--- src/rtl/haar_lift_stage_if.sv ---
// rtl/haar_lift_stage_if.sv - sample-in / coefficient-out bundle for the Haar lifting stage
//
// Signals:
//   in_valid   : in_data carries a new sample this cycle (no backpressure)
//   in_data    : signed input sample, DW bits
//   out_valid  : one-cycle pulse, coefficient fields below are valid
//   out_approx : signed approximation s, DW bits
//   out_detail : signed detail d, DW+1 bits
//   out_index  : coefficient index within the frame
//   out_last   : final coefficient of the frame (only with out_valid)
// master = sample producer / coefficient consumer, slave = the lifting stage.
interface haar_lift_stage_if #(
    parameter int DW = 9,
    parameter int IW = 8
);
    logic          in_valid;
    logic [DW-1:0] in_data;
    logic          out_valid;
    logic [DW-1:0] out_approx;
    logic [DW:0]   out_detail;
    logic [IW-1:0] out_index;
    logic          out_last;

    modport master (
        output in_valid,
        output in_data,
        input  out_valid,
        input  out_approx,
        input  out_detail,
        input  out_index,
        input  out_last
    );

    modport slave (
        input  in_valid,
        input  in_data,
        output out_valid,
        output out_approx,
        output out_detail,
        output out_index,
        output out_last
    );
endinterface

--- src/rtl/haar_lift_stage.sv ---
// rtl/haar_lift_stage.sv - one level of the integer lifting Haar transform, frame aware
//
// Ports:
//   clk : system clock, rising edge
//   rst : synchronous active-high reset
//   bus : haar_lift_stage_if slave (sample stream in, coefficients out)
// Pairs consecutive samples (a = x[2n], b = x[2n+1]) and emits
//   d = b - a (DW+1 bits), s = a + (d >>> 1) (DW bits).
// An odd-length frame ends on an unpaired sample, which is extended
// symmetrically (b = a), giving d = 0 and s = a.
module haar_lift_stage #(
    parameter int DW        = 9,
    parameter int FRAME_LEN = 201,
    parameter int IW        = 8
) (
    input  logic               clk,
    input  logic               rst,
    haar_lift_stage_if.slave   bus
);
    localparam int              CW       = (FRAME_LEN > 2) ? $clog2(FRAME_LEN) : 1;
    localparam logic [CW-1:0]   LAST_CNT = CW'(FRAME_LEN - 1);

    typedef enum logic {
        EVEN = 1'b0,
        ODD  = 1'b1
    } state_t;

    state_t         state_q;
    logic [CW-1:0]  cnt_q;
    logic [IW-1:0]  idx_q;
    logic [DW-1:0]  a_q;

    logic           valid_q;
    logic [DW-1:0]  approx_q;
    logic [DW:0]    detail_q;
    logic [IW-1:0]  index_q;
    logic           last_q;

    logic               frame_end;
    logic               extend;
    logic [DW-1:0]      a_sel;
    logic signed [DW:0] a_ext;
    logic signed [DW:0] b_ext;
    logic signed [DW:0] d_c;
    logic signed [DW:0] s_c;

    // Extension case: the frame-end sample arrives in EVEN, so it is used as
    // both a and b; d collapses to zero and s to the sample itself.
    always_comb begin
        frame_end = (cnt_q == LAST_CNT);
        extend    = (state_q == EVEN) && frame_end;
        a_sel     = extend ? bus.in_data : a_q;
        a_ext     = {a_sel[DW-1], a_sel};
        b_ext     = {bus.in_data[DW-1], bus.in_data};
        d_c       = b_ext - a_ext;
        s_c       = a_ext + (d_c >>> 1);
    end

    always_ff @(posedge clk) begin
        if (rst) begin
            state_q  <= EVEN;
            cnt_q    <= '0;
            idx_q    <= '0;
            a_q      <= '0;
            valid_q  <= 1'b0;
            approx_q <= '0;
            detail_q <= '0;
            index_q  <= '0;
            last_q   <= 1'b0;
        end else begin
            valid_q <= 1'b0;
            last_q  <= 1'b0;
            if (bus.in_valid) begin
                cnt_q <= frame_end ? '0 : cnt_q + CW'(1);
                if ((state_q == EVEN) && !frame_end) begin
                    a_q     <= bus.in_data;
                    state_q <= ODD;
                end else begin
                    valid_q  <= 1'b1;
                    approx_q <= s_c[DW-1:0];
                    detail_q <= d_c;
                    index_q  <= idx_q;
                    last_q   <= frame_end;
                    idx_q    <= frame_end ? '0 : idx_q + IW'(1);
                    state_q  <= EVEN;
                end
            end
        end
    end

    assign bus.out_valid  = valid_q;
    assign bus.out_approx = approx_q;
    assign bus.out_detail = detail_q;
    assign bus.out_index  = index_q;
    assign bus.out_last   = last_q;
endmodule

--- src/flat_wrapper.sv ---
// flat-port wrapper written by rule: the top's interface ports become plain ports
module haar_lift_stage_flat 
#(
    parameter int DW        = 9,
    parameter int FRAME_LEN = 201,
    parameter int IW        = 8
)
  (clk, rst, bus_in_valid, bus_in_data, bus_out_valid, bus_out_approx, bus_out_detail, bus_out_index, bus_out_last);
  haar_lift_stage_if #(.DW(DW), .IW(IW)) bus_i ();
  input  logic clk;
  input  logic rst;
  input wire logic [$bits(bus_i.in_valid)-1:0] bus_in_valid;
  input wire logic [$bits(bus_i.in_data)-1:0] bus_in_data;
  output wire logic [$bits(bus_i.out_valid)-1:0] bus_out_valid;
  output wire logic [$bits(bus_i.out_approx)-1:0] bus_out_approx;
  output wire logic [$bits(bus_i.out_detail)-1:0] bus_out_detail;
  output wire logic [$bits(bus_i.out_index)-1:0] bus_out_index;
  output wire logic [$bits(bus_i.out_last)-1:0] bus_out_last;
  assign bus_i.in_valid = bus_in_valid;
  assign bus_i.in_data = bus_in_data;
  assign bus_out_valid = bus_i.out_valid;
  assign bus_out_approx = bus_i.out_approx;
  assign bus_out_detail = bus_i.out_detail;
  assign bus_out_index = bus_i.out_index;
  assign bus_out_last = bus_i.out_last;
  haar_lift_stage #(.DW(DW), .FRAME_LEN(FRAME_LEN), .IW(IW)) u_core (.clk(clk), .rst(rst), .bus(bus_i));
endmodule
--- config.mk ---
export PLATFORM = sky130hd
export DESIGN_NAME = haar_lift_stage_flat
export DESIGN_NICKNAME = d
export VERILOG_FILES = /design/src/rtl/haar_lift_stage_if.sv /design/src/rtl/haar_lift_stage.sv /design/src/flat_wrapper.sv
export SDC_FILE = /design/constraint.sdc
export NUM_CORES = 1
export LEC_CHECK = 0
export CAP_MARGIN = 0
export CORE_ASPECT_RATIO = 1.75
export CORE_MARGIN = 4
export CORE_UTILIZATION = 56
export DETAILED_ROUTE_END_ITERATION = 12
export GPL_ROUTABILITY_DRIVEN = 0
export MAX_ROUTING_LAYER = met4
export PLACE_DENSITY_LB_ADDON = 0.08
export SLEW_MARGIN = 20
export SYNTH_ARGS = -nofsm -noshare
export SYNTH_HDL_FRONTEND = slang
export SYNTH_SLANG_ARGS = --single-unit
--- constraint.sdc ---
create_clock -name clk -period 5.1 [get_ports clk]
set_clock_uncertainty 0.05 [all_clocks]
set_input_delay 1.02 -clock clk [delete_from_list [all_inputs] [get_ports clk]]
set_output_delay 1.02 -clock clk [all_outputs]
set_load 0.05 [all_outputs]
==> metrics <==
synth unique cells=59; setup slack, reg-to-reg=0.66 ns; CTS Hold Bufs=0; GRT Util Overall=0.243; critical path required time=5.28 ns; Worst-path clk slew=0.11 ns; WP data arrival=4.76 ns; Tightest Pin Transition=0.819 ns; Die Area=0.00709 sq mm; die height=108 um; WS Path Type=in -> reg; number of global-route vias before repair=2882; max cap viols=0; Pwr Density=262 mW/mm^2; RSZ-0062 raised after global routing=no; crit-path max cell delay=0.45 ns; total power=0.000997 W; Critical path buffers and inverters=3; Avg Cell Area, Syn=8.11 sq um; r2r endpoint=u_core.bus.out_approx[7]$_SDFFE_PP0P_; total CTS buffers=5; Slew Limit Fails=0; synth warn=0; Synth Instances=398; Achievable Freq=218 MHz; Post-CTS Setup Bufs=0; total global routing overflow=0; Reg power frac=0.461; cell family with most CP delay=adder cells; Diodes inserted=0; crit-path cells=clkdlybuf4s50_1 -> inv_1 -> o21ai_0 -> ha_1 -> fa_1 -> xnor2_1 -> inv_1 -> ha_1 -> a21oi_1 -> maj3_1 -> a21oi_1 -> o211ai_1 -> o41ai_2 -> o221ai_1 -> mux2i_1 -> nand2_1; combinational share of power=0.280; first-pass GRT wire length=13000 um; Initial Util=0.578; DRT Wirelength=7680 um; Synthesized Nets=427; Pre-antenna DRT Iters=4; Max FO, Critical Path=4; Reg area=0.00110 sq mm; core area=0.00559 sq mm; Fin. Hold Viols=0; Boundary Pins=41; DR WL/cell=15.0 um; netlist area before placement=0.00323 sq mm; Multi-input gate area=0.00199 sq mm; switch share=0.345; static leakage=1.51 nW; final net count=463; minimum clock period=4.58 ns; maximum buffer depth of the clock tree=2; Final WS setup=0.518 ns; CTS tree=built; DR vias=2859; Iteration-0 DRC Markers=176; antenna viol nets, final=0; status=finished clean; Final period util=0.898; largest net degree at the start of global routing=35; Cell Rows=36; Port Buffers=40; worst skew pair latency=0.33 ns; sequential-to-total area share from yosys stat=0.341; hold path depth=2; Hold WC Path Type=reg -> reg; DR vias/cell=5.59; Root Buffer=clkbuf_8; clock network power share=0.258; crit end category=flip-flop; Final setup viols=0; Peak VDD IR=0.000257 V; Final TNS setup=0 ns; antenna violations before repair=0; worst hold path endpoint=u_core.bus.out_index[5]$_SDFFE_PP0P_; # fillers=521; Slowest-stage cell, CP=fa_1; CTS resizes=0; CTS H-tree depth=2; P_int=0.000653 W; Die X=65.4 um; FF-to-FF path depth=18; pre-CTS setup slack=0.179 ns; CP Launch Type=primary input; DPL Wire Length=5780 um; register bit total from synthesis=55; Slew Limit Headroom=0.452; r2r startpoint=u_core.cnt_q[0]$_SDFFE_PP0P_; hold_sp=u_core.bus.out_index[5]$_SDFFE_PP0P_; Area growth syn-to-layout=17.9%; layout cells sized above 1=0.0759; net switching power=0.000343 W; DRC viols=0; CTS Sinks=55
==> worst register-to-register path, stage by stage, from the launching register on <==
cell and delay [ns]:
dfxtp_1 0.43, inv_1 0.07, ha_1 0.19, and4b_1 0.21, nand2_2 0.15, o21ai_0 0.14
ha_1 0.24, fa_1 0.45, xnor2_1 0.34, inv_1 0.08, ha_1 0.27, a21oi_1 0.13
maj3_1 0.37, a21oi_1 0.16, o211ai_1 0.20, o41ai_2 0.42, o221ai_1 0.20, mux2i_1 0.19
nand2_1 0.06
==> cells by family (layout without fill, tap and decap cells) <==
| family | count (synthesis) | after routing | share of synthesized area |
|---|---|---|---|
| XOR/XNOR | 27 | 27 | 0.0775 |
| buffers and inverters | 37 | 74 | 0.0465 |
| flip-flops | 55 | 55 | 0.341 |
| multiplexers | 16 | 16 | 0.0496 |
| AND/OR/NAND/NOR | 169 | 169 | 0.238 |
| AO/OA/AOI/OAI | 74 | 74 | 0.167 |
| adder cells (fa/ha/maj) | 20 | 20 | 0.0802 |
==> per-layer routing <==
metal  part of all wire  wire length (um)  track usage
met4              0.044               336        0.135
met5                  0                 0            -
met1               0.38              2920        0.243
met2               0.55              4200        0.437
met3              0.030               228       0.0416
==> sequential cells by signal, indices dropped and copies added (netlist names) <==
| register | cells |
|---|---|
| u_core.idx_q | 8 |
| u_core.state_q | 1 |
| u_core.bus.out_detail | 10 |
| u_core.a_q | 9 |
| u_core.cnt_q | 8 |
| u_core.bus.out_valid | 1 |
| u_core.bus.out_approx | 9 |
| u_core.bus.out_last | 1 |
| u_core.bus.out_index | 8 |
==> through the flow <==
step | instances | utilization | hold slack [ns] | instance area, sq um
5_1_grt | 511 | 0.681 | 0.432 | 3810
3_3_place_gp | 503 | 0.665 | 0.389 | 3710
2_1_floorplan | 398 | - | 0.394 | 3230
6_report | 511 | 0.681 | 0.408 | 3810
3_5_place_dp | 503 | 0.665 | 0.395 | 3710
4_1_cts | 511 | 0.681 | 0.411 | 3810
==> worst max path at each step <==
stage	to	slack, ns	from	cells past startpoint
CTS	u_core.bus.out_approx[7]$_SDFFE_PP0P_	0.54	bus_in_data[0]	16
floorplan	u_core.bus.out_approx[7]$_SDFFE_PP0P_	0.92	u_core.cnt_q[0]$_SDFFE_PP0P_	19
detailed placement	u_core.bus.out_approx[7]$_SDFFE_PP0P_	0.18	bus_in_data[0]	16
global placement	u_core.bus.out_approx[7]$_SDFFE_PP0P_	0.37	bus_in_data[0]	16
global route	u_core.bus.out_approx[7]$_SDFFE_PP0P_	0.24	bus_in_data[1]	15
finish	u_core.bus.out_approx[7]$_SDFFE_PP0P_	0.52	bus_in_data[0]	16
==> power by group through the flow <==
stage	logic (W)	clock network, W	registers (W)
final	0.000280	0.000257	0.000460
after CTS	0.000279	0.000267	0.000460
after global placement	0.000273	0	0.000469
after floorplan	0.000172	0	0.000499
after global routing	0.000309	0.000282	0.000463
after detailed placement	0.000278	0	0.000470
==> cells in the final DEF (no fill, tap or decap), types with 7 or more instances in the layout <==
master,synthesis,layout
nor2_1,54,53
xnor2_1,10,10
ha_1,15,15
a211oi_1,7,7
nand2_1,65,65
inv_1,18,18
buf_4,0,8
nand3_1,13,13
a21oi_1,26,26
nor3_1,8,7
dfxtp_1,55,55
o21ai_0,7,7
clkdlybuf4s50_1,0,40
xor2_1,16,16
mux2i_1,16,16
==> layout make-up <==
cell class,count,area share
Clock buffer,5,0.0181
Clock inverter,3,0.00625
Inverter,18,0.0178
Multi-Input combinational cell,306,0.523
Sequential cell,55,0.289
Tap cell,76,0.0250
Timing Repair Buffer,48,0.121
==> cells in the mapped netlist, drive strengths merged <==
cell type  instances  area share
xor2              16       0.043
ha                15       0.058
a21oi             28       0.048
and3               5      0.0097
nor4               1      0.0019
and4b              1      0.0031
o21a               1      0.0023
o211ai             3      0.0085
mux2i             16       0.050
clkbuf            14       0.016
o21ai              9       0.014
and4               2      0.0054
nand3b             2      0.0046
a32oi              1      0.0027
o31ai              2      0.0062
a41oi              1      0.0050
xnor2             10       0.027
nor2              54       0.063
o221ai             1      0.0027
a311oi             2      0.0074
nand2             67       0.079
nand2b             6       0.012
o2111ai            1      0.0027
buf                5      0.0093
a21boi             2      0.0047
inv               18       0.021
dfxtp             55        0.34
nand3             13       0.020
xnor3              1      0.0070
fa                 2       0.012
a2bb2oi            1      0.0027
and2               1      0.0019
o41ai              1      0.0050
maj3               3      0.0097
nand4              3      0.0058
nor4b              3       0.013
nor3               8       0.012
a311o              2      0.0062
a211oi             8       0.020
a21o               3      0.0070
o32ai              2      0.0054
a31oi              5       0.014
o22ai              1      0.0019
nor2b              3      0.0058
Power figures use the tool's default switching activity.
